`config.mk`:
```
export PLATFORM = sky130hd
export DESIGN_NAME = vga_pattern_gen_flat
export DESIGN_NICKNAME = d
export VERILOG_FILES = /design/src/rtl/vga_pattern_gen_if.sv /design/src/rtl/vga_pattern_gen.sv /design/src/flat_wrapper.sv
export SDC_FILE = /design/constraint.sdc
export NUM_CORES = 1
export LEC_CHECK = 0
export ABC_AREA = 1
export CAP_MARGIN = 10
export CELL_PAD_IN_SITES_DETAIL_PLACEMENT = 2
export CELL_PAD_IN_SITES_GLOBAL_PLACEMENT = 2
export CORE_UTILIZATION = 34
export CTS_BUF_LIST = sky130_fd_sc_hd__clkbuf_4
export DETAILED_ROUTE_END_ITERATION = 12
export PLACE_DENSITY_LB_ADDON = 0.1
export SYNTH_ARGS = -nofsm -noshare
export SYNTH_HDL_FRONTEND = slang
export SYNTH_SLANG_ARGS = --single-unit
```
`constraint.sdc`:
```
create_clock -name FPGA_CLK -period 2.4 [get_ports FPGA_CLK]
set_clock_uncertainty 0.1 [all_clocks]
set_input_delay 0.24 -clock FPGA_CLK [delete_from_list [all_inputs] [get_ports FPGA_CLK]]
set_output_delay 0.24 -clock FPGA_CLK [all_outputs]
set_load 0.02 [all_outputs]
```
`src/rtl/vga_pattern_gen_if.sv`:
```
// Control inputs and video outputs of the VGA test-pattern generator.
// The generator connects through the slave modport; the pattern source/sink uses master.
interface vga_pattern_gen_if #(
    parameter int COLOR_W = 4
);
    logic [1:0]           MODE;
    logic [3*COLOR_W-1:0] SOLID_RGB;
    logic                 VGA_HSYNC;
    logic                 VGA_VSYNC;
    logic [COLOR_W-1:0]   VGA_R;
    logic [COLOR_W-1:0]   VGA_G;
    logic [COLOR_W-1:0]   VGA_B;
    logic                 ACTIVE;
    logic [9:0]           COL;
    logic [9:0]           ROW;
    logic                 FRAME_START;

    modport master (
        output MODE, SOLID_RGB,
        input  VGA_HSYNC, VGA_VSYNC, VGA_R, VGA_G, VGA_B, ACTIVE, COL, ROW, FRAME_START
    );

    modport slave (
        input  MODE, SOLID_RGB,
        output VGA_HSYNC, VGA_VSYNC, VGA_R, VGA_G, VGA_B, ACTIVE, COL, ROW, FRAME_START
    );
endinterface

```
`src/rtl/vga_pattern_gen.sv`:
```
// VGA timing generator with four test patterns (solid, bars, checker, bouncing box).
// Every output is registered one cycle behind the column/row counters.
module vga_pattern_gen #(
    parameter int H_ACTIVE = 640,
    parameter int H_FP     = 16,
    parameter int H_SYNC   = 96,
    parameter int H_BP     = 48,
    parameter int V_ACTIVE = 480,
    parameter int V_FP     = 10,
    parameter int V_SYNC   = 2,
    parameter int V_BP     = 33,
    parameter int SYNC_POL = 0,
    parameter int COLOR_W  = 4,
    parameter int BOX_SIZE = 32
) (
    input  logic              FPGA_CLK,
    input  logic              FPGA_RST_N,
    vga_pattern_gen_if.slave  bus
);
    localparam int H_TOTAL = H_ACTIVE + H_FP + H_SYNC + H_BP;
    localparam int V_TOTAL = V_ACTIVE + V_FP + V_SYNC + V_BP;
    localparam int BAR_W   = H_ACTIVE / 8;
    localparam int RGB_W   = 3 * COLOR_W;

    localparam logic [9:0]  H_LAST  = 10'(H_TOTAL - 1);
    localparam logic [9:0]  V_LAST  = 10'(V_TOTAL - 1);
    localparam logic [10:0] H_ACT   = 11'(H_ACTIVE);
    localparam logic [10:0] V_ACT   = 11'(V_ACTIVE);
    localparam logic [10:0] HS_BEG  = 11'(H_ACTIVE + H_FP);
    localparam logic [10:0] HS_END  = 11'(H_ACTIVE + H_FP + H_SYNC);
    localparam logic [10:0] VS_BEG  = 11'(V_ACTIVE + V_FP);
    localparam logic [10:0] VS_END  = 11'(V_ACTIVE + V_FP + V_SYNC);
    localparam logic [9:0]  BX_MAX  = 10'(H_ACTIVE - BOX_SIZE);
    localparam logic [9:0]  BY_MAX  = 10'(V_ACTIVE - BOX_SIZE);
    localparam logic [10:0] BOX     = 11'(BOX_SIZE);
    localparam logic        POL     = 1'(SYNC_POL);

    logic [9:0]       col_cnt, row_cnt;
    logic [1:0]       mode_q;
    logic [RGB_W-1:0] solid_q;
    logic [9:0]       bx, by;
    logic             dx, dy;

    logic             at_origin, col_wrap, frame_wrap;
    logic [1:0]       mode_eff;
    logic [RGB_W-1:0] solid_eff;
    logic [10:0]      col_x, row_x;
    logic             hs_c, vs_c, act_c, in_box;
    logic [2:0]       bar;
    logic [RGB_W-1:0] rgb_c;
    logic [10:0]      bx_step, by_step;

    // One bounce step on one axis: returns {new_dir_up, new_pos}.
    function automatic logic [10:0] axis_step(input logic [9:0] p, input logic up,
                                              input logic [9:0] pmax);
        logic [9:0] np;
        logic       nd;
        nd = up;
        np = p;
        if (up) begin
            if (p == pmax) begin
                nd = 1'b0;
                if (p != 10'd0) np = p - 10'd1;
            end else begin
                np = p + 10'd1;
            end
        end else begin
            if (p == 10'd0) begin
                nd = 1'b1;
                if (p != pmax) np = p + 10'd1;
            end else begin
                np = p - 10'd1;
            end
        end
        return {nd, np};
    endfunction

    assign at_origin  = (col_cnt == 10'd0) && (row_cnt == 10'd0);
    assign col_wrap   = (col_cnt == H_LAST);
    assign frame_wrap = col_wrap && (row_cnt == V_LAST);
    assign col_x      = {1'b0, col_cnt};
    assign row_x      = {1'b0, row_cnt};

    // The origin pixel already uses the freshly sampled controls.
    assign mode_eff  = at_origin ? bus.MODE      : mode_q;
    assign solid_eff = at_origin ? bus.SOLID_RGB : solid_q;

    assign bx_step = axis_step(bx, dx, BX_MAX);
    assign by_step = axis_step(by, dy, BY_MAX);

    always_comb begin
        hs_c   = (col_x >= HS_BEG) && (col_x < HS_END);
        vs_c   = (row_x >= VS_BEG) && (row_x < VS_END);
        act_c  = (col_x < H_ACT) && (row_x < V_ACT);
        in_box = (col_x >= {1'b0, bx}) && (col_x < {1'b0, bx} + BOX) &&
                 (row_x >= {1'b0, by}) && (row_x < {1'b0, by} + BOX);
        bar = 3'd0;
        for (int i = 1; i < 8; i++) begin
            if (col_x >= 11'(i * BAR_W)) bar = 3'(i);
        end
        rgb_c = '0;
        case (mode_eff)
            2'd0: rgb_c = solid_eff;
            2'd1: rgb_c = {{COLOR_W{bar[2]}}, {COLOR_W{bar[1]}}, {COLOR_W{bar[0]}}};
            2'd2: rgb_c = {RGB_W{col_cnt[4] ^ row_cnt[4]}};
            default: rgb_c = {RGB_W{in_box}};
        endcase
        if (!act_c) rgb_c = '0;
    end

    always_ff @(posedge FPGA_CLK) begin
        if (!FPGA_RST_N) begin
            col_cnt         <= '0;
            row_cnt         <= '0;
            mode_q          <= '0;
            solid_q         <= '0;
            bx              <= '0;
            by              <= '0;
            dx              <= 1'b1;
            dy              <= 1'b1;
            bus.VGA_HSYNC   <= ~POL;
            bus.VGA_VSYNC   <= ~POL;
            bus.ACTIVE      <= 1'b0;
            bus.COL         <= '0;
            bus.ROW         <= '0;
            bus.FRAME_START <= 1'b0;
            bus.VGA_R       <= '0;
            bus.VGA_G       <= '0;
            bus.VGA_B       <= '0;
        end else begin
            col_cnt <= col_wrap ? 10'd0 : col_cnt + 10'd1;
            if (col_wrap) row_cnt <= (row_cnt == V_LAST) ? 10'd0 : row_cnt + 10'd1;
            if (at_origin) begin
                mode_q  <= bus.MODE;
                solid_q <= bus.SOLID_RGB;
            end
            // Box moves on the wrap edge so the whole next frame sees one position.
            if (frame_wrap) begin
                {dx, bx} <= bx_step;
                {dy, by} <= by_step;
            end
            bus.VGA_HSYNC   <= hs_c ? POL : ~POL;
            bus.VGA_VSYNC   <= vs_c ? POL : ~POL;
            bus.ACTIVE      <= act_c;
            bus.COL         <= col_cnt;
            bus.ROW         <= row_cnt;
            bus.FRAME_START <= at_origin;
            {bus.VGA_R, bus.VGA_G, bus.VGA_B} <= rgb_c;
        end
    end
endmodule

```
`src/flat_wrapper.sv`:
```
// flat-port wrapper written by rule: the top's interface ports become plain ports
module vga_pattern_gen_flat 
#(
    parameter int H_ACTIVE = 640,
    parameter int H_FP     = 16,
    parameter int H_SYNC   = 96,
    parameter int H_BP     = 48,
    parameter int V_ACTIVE = 480,
    parameter int V_FP     = 10,
    parameter int V_SYNC   = 2,
    parameter int V_BP     = 33,
    parameter int SYNC_POL = 0,
    parameter int COLOR_W  = 4,
    parameter int BOX_SIZE = 32
)
  (FPGA_CLK, FPGA_RST_N, bus_MODE, bus_SOLID_RGB, bus_VGA_HSYNC, bus_VGA_VSYNC, bus_VGA_R, bus_VGA_G, bus_VGA_B, bus_ACTIVE, bus_COL, bus_ROW, bus_FRAME_START);
  vga_pattern_gen_if #(.COLOR_W(COLOR_W)) bus_i ();
  input  logic FPGA_CLK;
  input  logic FPGA_RST_N;
  input wire logic [$bits(bus_i.MODE)-1:0] bus_MODE;
  input wire logic [$bits(bus_i.SOLID_RGB)-1:0] bus_SOLID_RGB;
  output wire logic [$bits(bus_i.VGA_HSYNC)-1:0] bus_VGA_HSYNC;
  output wire logic [$bits(bus_i.VGA_VSYNC)-1:0] bus_VGA_VSYNC;
  output wire logic [$bits(bus_i.VGA_R)-1:0] bus_VGA_R;
  output wire logic [$bits(bus_i.VGA_G)-1:0] bus_VGA_G;
  output wire logic [$bits(bus_i.VGA_B)-1:0] bus_VGA_B;
  output wire logic [$bits(bus_i.ACTIVE)-1:0] bus_ACTIVE;
  output wire logic [$bits(bus_i.COL)-1:0] bus_COL;
  output wire logic [$bits(bus_i.ROW)-1:0] bus_ROW;
  output wire logic [$bits(bus_i.FRAME_START)-1:0] bus_FRAME_START;
  assign bus_i.MODE = bus_MODE;
  assign bus_i.SOLID_RGB = bus_SOLID_RGB;
  assign bus_VGA_HSYNC = bus_i.VGA_HSYNC;
  assign bus_VGA_VSYNC = bus_i.VGA_VSYNC;
  assign bus_VGA_R = bus_i.VGA_R;
  assign bus_VGA_G = bus_i.VGA_G;
  assign bus_VGA_B = bus_i.VGA_B;
  assign bus_ACTIVE = bus_i.ACTIVE;
  assign bus_COL = bus_i.COL;
  assign bus_ROW = bus_i.ROW;
  assign bus_FRAME_START = bus_i.FRAME_START;
  vga_pattern_gen #(.H_ACTIVE(H_ACTIVE), .H_FP(H_FP), .H_SYNC(H_SYNC), .H_BP(H_BP), .V_ACTIVE(V_ACTIVE), .V_FP(V_FP), .V_SYNC(V_SYNC), .V_BP(V_BP), .SYNC_POL(SYNC_POL), .COLOR_W(COLOR_W), .BOX_SIZE(BOX_SIZE)) u_core (.FPGA_CLK(FPGA_CLK), .FPGA_RST_N(FPGA_RST_N), .bus(bus_i));
endmodule
```
* Word level (Yosys, flattened, before mapping) *
Cells that the tools add are included.

word-level totals
  logic and storage cells = 104
  input bits = 16
  register bits after elaboration = 92
  output and inout port bits = 36

cells by class
  add/sub/neg operators = 8
  bitwise operators = 2
  equal/unequal tests = 12
  mux-type cells = 29
  order comparisons = 17
  reduce and logical (&&, ||, !) cells = 19

operator list
  cell                                                                 number
  2-to-1 mux 10 bit                                                    11
  adder 10 x 1 -> 10 bit (second input constant)                       4
  greater-or-equal comparator 10 x 9 -> 1 bit (second input constant)  4
  logical NOT 10 bit                                                   4
  one-hot mux 12 bit (3 select lines)                                  1
  equality test 10 bit (second input constant)                         3
  adder 10 x 6 -> 11 bit (second input constant)                       2
  less-than comparator 10 x 11 -> 1 bit                                2
  greater-or-equal comparator 10 bit                                   2
  greater-or-equal comparator 10 bit (second input constant)           2
  greater-or-equal comparator 10 x 8 -> 1 bit (second input constant)  2
  less-than comparator 10 bit (second input constant)                  2
  less-than comparator 10 x 9 -> 1 bit (second input constant)         2
  nonzero test 10 bit                                                  2
  subtractor 10 x 1 -> 10 bit (second input constant)                  2
  2-to-1 mux 12 bit                                                    1
  2-to-1 mux 3 bit                                                     4
  equality test 10 x 9 -> 1 bit (second input constant)                1
  greater-or-equal comparator 10 x 7 -> 1 bit (second input constant)  1
  inequality test 10 bit (second input constant)                       1
  inequality test 10 x 9 -> 1 bit (second input constant)              1
  2-to-1 mux 1 bit                                                     9
  logical AND 1 bit                                                    8
  2-to-1 mux 2 bit                                                     3
  10 further kinds                                                     13

* Longest topological paths before layout *
  depth in word-level cells = 9
  depth in mapped cells = 16
  depth with buffers taken out = 15

* Worst setup path after synthesis *
Ideal clock, no wire load.

  kind = reg2reg
  start point = reg u_core.bx[5]
  end point = reg u_core.bus.VGA_B[3]
  data arrival time = 2.019 ns
  setup time = 0.062 ns
  required time = 2.238 ns
  slack = 0.219 ns
  period minus slack after synthesis = 2.181 ns
  path buffers = 0
  stages on the path, launching flop included = 15
  path through = dfxtp_1 inv_1 ha_1 inv_1 ha_1 a21o_1 nor2_1 nor2_1 nor2_1 nand2_1 nor2_1 nand2_1 nor2_2 nor2_1 nor2_2

on the way
  longest elaborated chain between the ends = 6
  elaborated cells between the ends (all ways) = 7
  those cells by class = 1 x add/sub; 2 x order compare; 1 x mux; 3 x reduce/logical

RTL lines
  element                                  RTL line                  source
  start: declaration                       vga_pattern_gen.sv:41     logic [9:0] bx, by;
  start signal: assignment                 vga_pattern_gen.sv:139    {dx, bx} <= bx_step;
  adder 10 x 6 -> 11 bit                   vga_pattern_gen.sv:95     in_box = (col_x >= {1'b0, bx}) && (col_x < {1'b0, bx} + BOX) &&
  less-than comparator 10 x 11 -> 1 bit    vga_pattern_gen.sv:95
  logical AND 1 bit (*) (2 in a row)       vga_pattern_gen.sv:95
  logical AND 1 bit (*)                    vga_pattern_gen.sv:96     (row_x >= {1'b0, by}) && (row_x < {1'b0, by} + BOX);
  one-hot mux 12 bit (3 select lines) (*)  vga_pattern_gen.sv:102    case (mode_eff)
  end signal: assignment                   vga_pattern_gen.sv:148    {bus.VGA_R, bus.VGA_G, bus.VGA_B} <= rgb_c;
  end: declaration                         vga_pattern_gen_if.sv:25  output VGA_HSYNC, VGA_VSYNC, VGA_R, VGA_G, VGA_B, ACTIVE, COL, ROW, FRAME_START

Mark *: on every way between the ends. The rest lies on a longest branch, timed or not.
A chain may end at the register's enable or synchronous reset.

* Final worst setup path *
  start point = reg u_core.by[5]
  end point = reg u_core.bus.VGA_B[0]

on the way
  longest elaborated chain between the ends = 4
  elaborated cells between the ends (all ways) = 6
  those cells by class = 1 x add/sub; 2 x order compare; 1 x mux; 2 x reduce/logical

RTL lines
  element                                                                              RTL line                                      source
  start: declaration                                                                   vga_pattern_gen.sv:41
  start signal: assignment                                                             vga_pattern_gen.sv:140                        {dy, by} <= by_step;
  adder 10 x 6 -> 11 bit / greater-or-equal comparator 10 bit (equally long branches)  vga_pattern_gen.sv:96
  less-than comparator 10 x 11 -> 1 bit / logical AND 1 bit (equally long branches)    vga_pattern_gen.sv:96, vga_pattern_gen.sv:95
  logical AND 1 bit (*)                                                                vga_pattern_gen.sv:96
  one-hot mux 12 bit (3 select lines) (*)                                              vga_pattern_gen.sv:102

Marked as above.

==> summary.md <==
| Metric | Value |
|---|---|
| Dpl cells | 1081 |
| Vert. Die Dim | 131 µm |
| CP Launch Type | register |
| Synthesized flop and latch total | 92 |
| Vias in the first global route | 5898 |
| Worst slew margin | 0.646 |
| Fillers | 1903 |
| Top Ports | 52 |
| Total number of vias | 5492 |
| Syn_nets | 857 |
| Pin count of the biggest net entering global routing | 23 |
| Sequential share of the synthesized area | 0.325 |
| PwrDens | 416 nW/µm² |
| Critical Path RT | 2740 ps |
| Cells after Synth | 798 |
| Status | finished clean |
| Core box area | 16100 µm² |
| Post-Syn Area | 5660 µm² |
| DP Worst Slack | -109 ps |
| Hold_buf cts | 0 |
| Overall Power | 2.87 mW |
| Min Hold Slack | 268 ps |
| Final Hold Fails | 0 |
| FFs w/ async S/R, synth | 0 |
| Maximum vdd drop | 0.306 mV |
| Final ANT Viol Nets | 0 |
| Std-Cell Rows | 46 |
| Worst slew pin tran | 526 ps |
| Die area | 17200 µm² |
| CP peak stage delay | 410 ps |
| RSZ-0062 raised after global routing | yes |
| Vias per cell | 4.99 |
| Critical path, cell by cell | ha_4 -> buf_4 -> xnor2_2 -> ha_1 -> nand2_1 -> inv_1 -> nand3_2 -> nor2_1 -> nor2_2 -> nand2_2 -> nor2_4 -> nand2_2 -> nor2_4 -> nor2_1 -> nor2_1 |
| Count of flip-flops with a built-in enable after synthesis | 0 |
| Number of DRC markers in iteration 0 | 157 |
| Worst hold start | bus_SOLID_RGB[3] |
| Final number of setup-violating endpoints | 0 |
| Final net count | 937 |
| Max Fclk | 0.434 GHz |
| Die W | 131 µm |
| Clk sinks | 92 |
| Cell variety after synth | 50 |
| Detailed-router iteration count before antenna repair | 4 |
| Worst skew pair latency | 490 ps |
| First-pass GRT wire length | 30.8 mm |
| Initial antenna violation count | 1 |
| Synth warnings | 0 |
| Hold Crit Class | in -> reg |
| Final min period | 2310 ps |
| Worst Path Arrival | 2640 ps |
| Gr usage total | 0.236 |
| Period utilisation layout | 0.960 |
| CP max-delay cell | dfxtp_4 |
| Clock transition at path regs | 160 ps |
| Dominant cell type by count on the critical path | nor2_1 |
| Worst Path Max Fanout | 6 |
| Crit path from | u_core.by[5] |
| Share of post-route cells with drive strength above 1 | 0.176 |
| TritonCTS buffer count | 9 |
| Syn Area/Cell | 7.09 µm² |
| Kind of critical path | reg -> reg |
| Crit Reg-Reg Startpoint | u_core.by[5] |
| Final core occ | 0.430 |
| Post-route setup slack | 95.0 ps |
| DRC Markers | 0 |
| Clock root buffer | clkbuf_4 |
| Detailed Route WL | 19.5 mm |
| Max capacitance violation total | 0 |
| Initial Util | 0.353 |
| HPWL after detailed placement | 15.2 mm |
| CTS tree | yes |
| Non-Filler Instances | 1100 |
| CP endpoint kind | register |
| Max Slew Vio Count | 0 |
| GR Overflow Total | 0 |
| Post-DR wirelength/cell | 17.7 µm |
| P&R area growth vs syn | 22.1% |
| # port buffers | 51 |
| Ys flop type | dfxtp_1 |
| GP Congestion | 0.857 |
| CTS HTree Levels | 3 |
| Leakage | 3.32 nW |
| Clock buffer depth | 2 |
-- placed cells by master, fill, tap and decap left out, drive strengths merged --
cell,instances
nor3b,3
nor2,125
o2111ai,1
clkinv,5
or2,1
clkbuf,10
nand3b,2
a21boi,8
nand4,13
ha,43
o22ai,3
o21a,3
inv,120
diode,1
a31oi,2
a21o,4
buf,34
nor4,4
xnor2,3
clkdlybuf4s50,51
a22oi,1
a21oi,44
o211ai,5
nand3,47
xor2,20
nand2,182
nor3,20
dfxtp,92
o21ai,37
-- sequential cells by signal (all words and copies together) (netlist names), 2 cells and up --
| register | count |
|---|---|
| u_core.solid_q | 12 |
| u_core.bus.VGA_R | 4 |
| u_core.col_cnt | 10 |
| u_core.bus.VGA_G | 4 |
| u_core.mode_q | 2 |
| u_core.row_cnt | 10 |
| u_core.bus.COL | 10 |
| u_core.bus.VGA_B | 4 |
| u_core.bus.ROW | 10 |
| u_core.bx | 10 |
| u_core.by | 10 |
-- path summary, 6_finish.rpt --
check | to | slack (ps) | cells past startpoint
min reg2reg | u_core.bus.COL[1] | 400 | 2
min | u_core.solid_q[3] | 270 | 5
max | u_core.bus.VGA_B[0] | 90 | 15
max reg2reg | u_core.bus.VGA_B[0] | 90 | 15
-- power breakdown --
group	switching, mW	internal, mW	total [mW]
sequential	0.0217	1.58	1.60
combinational	0.253	0.165	0.418
clock	0.621	0.236	0.858
total	0.896	1.98	2.87
-- cell type report --
class,instances,area [µm²],area share
inverter,119,454,0.0657
sequential,92,1860,0.270
tap,216,270,0.0391
multi-input combinational,571,3430,0.497
antenna,1,2.50,0.000362
timing repair buffer,85,766,0.111
clock inverter,6,48.8,0.00706
clock buffer,10,75.1,0.0109
-- synthesized netlist by cell type, types with 3 or more instances --
library cell	n	area [µm²]
clkinv_1	3	11.3
o21ai_2	4	35.0
nor2_1	108	405
xnor2_1	3	26.3
ha_1	43	538
inv_1	104	390
o211ai_1	5	37.5
nand3_1	41	205
a21o_1	4	30.0
o21ai_0	24	120
nor3b_1	3	22.5
inv_2	10	37.5
nor3_2	4	40.0
nor2_4	6	67.6
nand2_2	8	50.1
buf_2	3	15.0
clkbuf_1	6	22.5
o21a_1	3	22.5
nor3_1	15	75.1
nor2_2	9	56.3
a21boi_1	7	52.6
buf_6	5	56.3
o21ai_1	8	40.0
nand2_1	172	646
nand4_1	12	75.1
xor2_1	20	175
nand3_2	5	50.1
dfxtp_1	92	1840
a21oi_1	42	210
-- metrics by stage --
step                      cell area [µm²]  TNS (ps)
final                                6910         0
after global routing                 6910     -86.5
after CTS                            6720         0
after detailed placement             6570      -872
after global placement               6570         0
after floorplan                      5660         0
-- metal layers --
layer,global-route usage,wire (µm),share of wire
met1,0.290,8890,0.46
met2,0.425,9820,0.50
met3,0.0448,467,0.024
met4,0.0548,299,0.015
met5,0,0,0
-- worst max-delay path: cells and delay by family, from the launching register on --
family / cells / cell delay [ps]
xor+xnor: 1 / 140
fa+ha+maj: 2 / 460
buf+inv: 2 / 190
flops: 1 / 410
simple gates: 10 / 960
-- repair_timing --
action,4_1_cts,5_1_grt
setup endpoints to repair,12,13
gates resized for setup,9,49
hold endpoints to repair,0,0
pin swaps,2,20
gates cloned,0,0
setup buffers,0,2
-- logic make-up after synthesis --
group | after synthesis | synth area share
adder cells (fa/ha/maj) | 43 | 0.0950
flip-flops | 92 | 0.325
buffers and inverters | 135 | 0.0995
XOR/XNOR | 23 | 0.0356
AO/OA/AOI/OAI | 108 | 0.114
AND/OR/NAND/NOR | 397 | 0.330
(Power assumes the default switching activity.)
